===== src/rtl/mode_sequencer.sv =====
// mode_sequencer: two-button mode controller with synchroniser, debounce,
// auto-repeat and wrap-around next/previous stepping of the calculator mode.
//
// Ports:
//   clk          rising-edge clock for all state
//   rst          synchronous active-high reset
//   key_n[1:0]   raw active-low buttons; [0] = next, [1] = previous
//   mode         current mode, 0..NUM_MODES-1, registered
//   mode_changed one-cycle pulse in the cycle mode holds its new value
//   pressed[1:0] debounced accepted key levels (1 = pressed), registered
module mode_sequencer #(
    parameter int NUM_MODES       = 12,
    parameter int MODE_W          = 4,
    parameter int DEBOUNCE_CYCLES = 100000,
    parameter int REPEAT_DELAY    = 5000000,
    parameter int REPEAT_PERIOD   = 2000000
) (
    input  logic              clk,
    input  logic              rst,
    input  logic [1:0]        key_n,
    output logic [MODE_W-1:0] mode,
    output logic              mode_changed,
    output logic [1:0]        pressed
);

    localparam bit REP_EN = (REPEAT_DELAY != 0);
    localparam int RD     = (REPEAT_DELAY < 1) ? 1 : REPEAT_DELAY;
    localparam int RP     = (REPEAT_PERIOD < 1) ? 1 : REPEAT_PERIOD;
    localparam int RMAX   = (RD > RP) ? RD : RP;
    localparam int DW     = $clog2(DEBOUNCE_CYCLES + 1);
    localparam int RW     = $clog2(RMAX + 1);

    localparam logic [DW-1:0]     DB_LIM   = DW'(DEBOUNCE_CYCLES);
    localparam logic [RW-1:0]     RD_LAST  = RW'(RD - 1);
    localparam logic [RW-1:0]     RP_LAST  = RW'(RP - 1);
    localparam logic [MODE_W-1:0] MODE_TOP = MODE_W'(NUM_MODES - 1);

    logic [1:0]    sync1;
    logic [1:0]    sync2;
    logic [1:0]    level;
    logic [DW-1:0] db_cnt [2];
    logic [RW-1:0] rep_cnt [2];
    logic [1:0]    rep_first;
    logic [1:0]    rep_armed;

    logic [1:0]    flip;
    logic [1:0]    press_evt;
    logic [1:0]    rep_evt;
    logic          inc;
    logic          dec;

    assign level = ~sync2;

    always_comb begin
        flip      = '0;
        press_evt = '0;
        rep_evt   = '0;
        for (int i = 0; i < 2; i++) begin
            flip[i]      = (db_cnt[i] == DB_LIM);
            press_evt[i] = flip[i] && !pressed[i];
            // Repeat only while the raw synchronised key is still held, so
            // a released key never produces a late step during debounce.
            rep_evt[i]   = REP_EN && rep_armed[i] && pressed[i] && level[i]
                           && (rep_cnt[i] == (rep_first[i] ? RD_LAST
                                                           : RP_LAST));
        end
    end

    assign inc = press_evt[0] | rep_evt[0];
    assign dec = press_evt[1] | rep_evt[1];

    always_ff @(posedge clk) begin
        if (rst) begin
            sync1        <= 2'b11;
            sync2        <= 2'b11;
            pressed      <= 2'b00;
            rep_first    <= 2'b00;
            rep_armed    <= 2'b00;
            mode         <= '0;
            mode_changed <= 1'b0;
            for (int i = 0; i < 2; i++) begin
                db_cnt[i]  <= '0;
                rep_cnt[i] <= '0;
            end
        end else begin
            sync1 <= key_n;
            sync2 <= sync1;

            for (int i = 0; i < 2; i++) begin
                if (flip[i]) begin
                    pressed[i] <= ~pressed[i];
                    db_cnt[i]  <= '0;
                end else if (level[i] != pressed[i]) begin
                    db_cnt[i] <= db_cnt[i] + 1'b1;
                end else begin
                    db_cnt[i] <= '0;
                end

                if (press_evt[i]) begin
                    rep_cnt[i]   <= '0;
                    rep_first[i] <= 1'b1;
                    rep_armed[i] <= REP_EN;
                end else if (!rep_armed[i] || !pressed[i] || !level[i]) begin
                    rep_cnt[i]   <= '0;
                    rep_first[i] <= 1'b0;
                    rep_armed[i] <= 1'b0;
                end else if (rep_evt[i]) begin
                    rep_cnt[i]   <= '0;
                    rep_first[i] <= 1'b0;
                end else begin
                    rep_cnt[i] <= rep_cnt[i] + 1'b1;
                end
            end

            // Coincident next/previous events cancel.
            unique case (1'b1)
                inc && !dec: begin
                    mode         <= (mode == MODE_TOP) ? '0 : mode + 1'b1;
                    mode_changed <= 1'b1;
                end
                dec && !inc: begin
                    mode         <= (mode == '0) ? MODE_TOP : mode - 1'b1;
                    mode_changed <= 1'b1;
                end
                default: begin
                    mode_changed <= 1'b0;
                end
            endcase
        end
    end

endmodule

===== config.mk =====
export PLATFORM = sky130hd
export DESIGN_NAME = mode_sequencer
export DESIGN_NICKNAME = d
export VERILOG_FILES = /design/src/rtl/mode_sequencer.sv
export SDC_FILE = /design/constraint.sdc
export NUM_CORES = 1
export LEC_CHECK = 0
export CELL_PAD_IN_SITES_DETAIL_PLACEMENT = 2
export CELL_PAD_IN_SITES_GLOBAL_PLACEMENT = 2
export CORE_ASPECT_RATIO = 1.75
export CORE_MARGIN = 2
export CORE_UTILIZATION = 45
export DETAILED_ROUTE_END_ITERATION = 12
export GPL_TIMING_DRIVEN = 0
export PLACE_DENSITY_LB_ADDON = 0.1
export SLEW_MARGIN = 20
export SYNTH_ARGS = -nofsm -noshare
export SYNTH_HDL_FRONTEND = slang
export SYNTH_SLANG_ARGS = --single-unit

===== constraint.sdc =====
create_clock -name clk -period 5.3 [get_ports clk]
set_clock_uncertainty 0.2 [all_clocks]
set_input_delay 1.06 -clock clk [delete_from_list [all_inputs] [get_ports clk]]
set_output_delay 1.06 -clock clk [all_outputs]
set_load 0.03 [all_outputs]

==> flow_summary.ini <==
[clock_tree]
cts_max_level = 3
post_cts_buffers = 0
cts_root_buf = clkbuf_16
cts.sinks = 95
ctsHoldBuffers = 0
numCtsBuffers = 9
cts_tree = done
ctsResizeCount = 0
clk_latency_ns = 0.36
clkTransAtPathRegs_ns = 0.07
max-clock-path-buffers = 2

[place]
gp_congestion = 0.8211
dpl.hpwl_um = 11450
placed_cell_area_sq_um = 5987
io_buffers = 9

[timing]
post-route-min-period_ns = 3.772
setup_tns_ns = 0
rsz0062_at_grt = no
hold_viol = 0
slew_headroom_pct = 36.89
maxSlewViolCount = 0
worst_pin_slew_ns = 0.9448
fmax_ghz = 0.2651
finalCritPeriodShare_pct = 71.16
finalSetupViolCount = 0

[yosys]
ys_ff_latch = 95
synth_warnings = 0
async_flop_share_pct = 0
synthCells = 531
synth_cell_type_count = 52
synth_enable_flop_cells = 80
synth_seq_area_share_pct = 49.78
syn_area_sq_um = 5429
avgSynthCellArea_sq_um = 10.22
synth_ff_type = edfxtp_1

[floorplanning]
die_y_um = 149.3
rows = 53
core_sq_um = 11870
die_w_um = 87.03
io_pins = 11
dieArea_sq_um = 12990
initial_core_util_pct = 45.74

[routing]
drc = 0
vias = 4586
drt_iter0_drc = 220
drt_wl_total_um = 17200
ant_nets = 0
drtPass1Iterations = 4
viasPerCell = 5.940
wire_per_inst_um = 22.28

[worst_hold_path]
hold_path_class = reg2reg

[global_routing]
grt_pass1_vias = 5184
track_usage_pct = 28.63
overflow = 0
antenna_found_initial = 0
grt_max_degree = 16
grt_pass1_wl_um = 28340

[worst_setup_path]
path_class = reg2reg
cp-end-kind = register
arrival_ns = 3.85
start_kind = register
critPathMaxFanout = 7
worstPathRequired_ns = 5.38

[status]
status = complete, no violations

[power]
pwr_density_cell_nw_per_um2 = 258.5
vdd_drop_max_v = 0.0001956
leakage_nw = 2.066

[final_layout]
stdcell_area_sq_um = 6290
final_cell_mix = 80 x edfxtp_1, 80 x conb_1, 40 x nor2_1
drive_gt1_share_pct = 5.512
syn_to_final_growth_pct = 15.86
final_core_util_pct = 52.99
n_antenna_cell = 0
nets = 643

[job]
max-cap-violations = 0
[state kept, by name, summed over array words and instances (netlist names)]
register	count
mode_changed	1
rep_first	2
sync2	2
mode	4
pressed	2
rep_cnt	46
rep_armed	2
db_cnt	34
sync1	2
[path summary, 6_finish.rpt]
check                           slack (ns)  cells past startpoint            from  endpoint
worst max register to register        1.53                      9  rep_cnt[1][10]   mode[2]
worst min-delay path                  0.25                      1        sync1[1]  sync2[1]
worst max-delay path                  1.53                      9  rep_cnt[1][10]   mode[2]
worst min register to register        0.25                      1        sync1[1]  sync2[1]
[stage by stage]
step	cells	worst slack [ns]	hold slack, ns	total power, W
finish	772	1.528	0.2459	0.001626
global route	772	1.370	0.2721	0.001665
CTS	772	1.502	0.2509	0.001629
detailed placement	756	1.655	0.2277	0.0009391
global placement	756	1.789	0.1910	0.0009320
floorplan	610	2.115	0.1895	0.0009146
[kinds of logic after synthesis]
family | synth area share [%]
simple gates | 25.84
buf+inv | 3.687
flops | 49.78
other cells | 0.06907
xor+xnor | 8.389
fa+ha+maj | 2.074
compound gates | 10.16
[power by group]
group | internal, W | switching (W) | leakage (nW)
Sequential | 0.000833 | 0.0000318 | 0.947
Combinational | 0.0000225 | 0.0000449 | 0.973
Clock | 0.000392 | 0.000302 | 0.146
[synthesized netlist by cell type (10+ instances only)]
master | number | area (sq um)
nor2_1 | 40 | 150.1
or3_1 | 20 | 125.1
a21oi_1 | 15 | 75.07
nor3_1 | 33 | 165.2
o21ai_0 | 20 | 100.1
a211oi_1 | 20 | 150.1
xnor2_1 | 23 | 201.4
dfxtp_1 | 15 | 300.3
inv_1 | 18 | 67.56
or4_1 | 12 | 90.09
nand3_1 | 26 | 130.1
nand4_1 | 23 | 143.9
nand2_1 | 31 | 116.4
edfxtp_1 | 80 | 2402
xor2_1 | 29 | 254.0
and3_1 | 10 | 62.56
clkbuf_1 | 21 | 78.83
[critical path: stages, from the launching register on]
cell and delay (ns):
edfxtp_1 0.47, or4b_1 0.57, or3_4 0.41, a2111oi_4 0.68, a21bo_2 0.25, ha_1 0.33
and3_1 0.23, a31oi_1 0.05, or3_1 0.32, a21oi_1 0.18
[layout make-up]
type                            count  area, sq um
Clock buffer                       13        260.3
Timing Repair Buffer                9        90.09
Clock inverter                      3        42.54
Buffer                             28        132.6
Inverter                           18        67.56
Tap cell                          137        171.4
Sequential cell                    95         2703
Multi-Input combinational cell    469         2823
Fill cell                        1242         5580
[per-layer routing]
| metal | routed length, um | vias up | share of wire [%] | track usage, % |
|---|---|---|---|---|
| li1 | - | 2131 | - | - |
| met1 | 6496 | 2330 | 38 | 30.99 |
| met2 | 9647 | 83 | 56 | 52.98 |
| met3 | 416 | 42 | 2.4 | 4.317 |
| met4 | 639 | 0 | 3.7 | 13.36 |
| met5 | 0 | - | 0 | 0 |
Power figures use the tool's default switching activity.
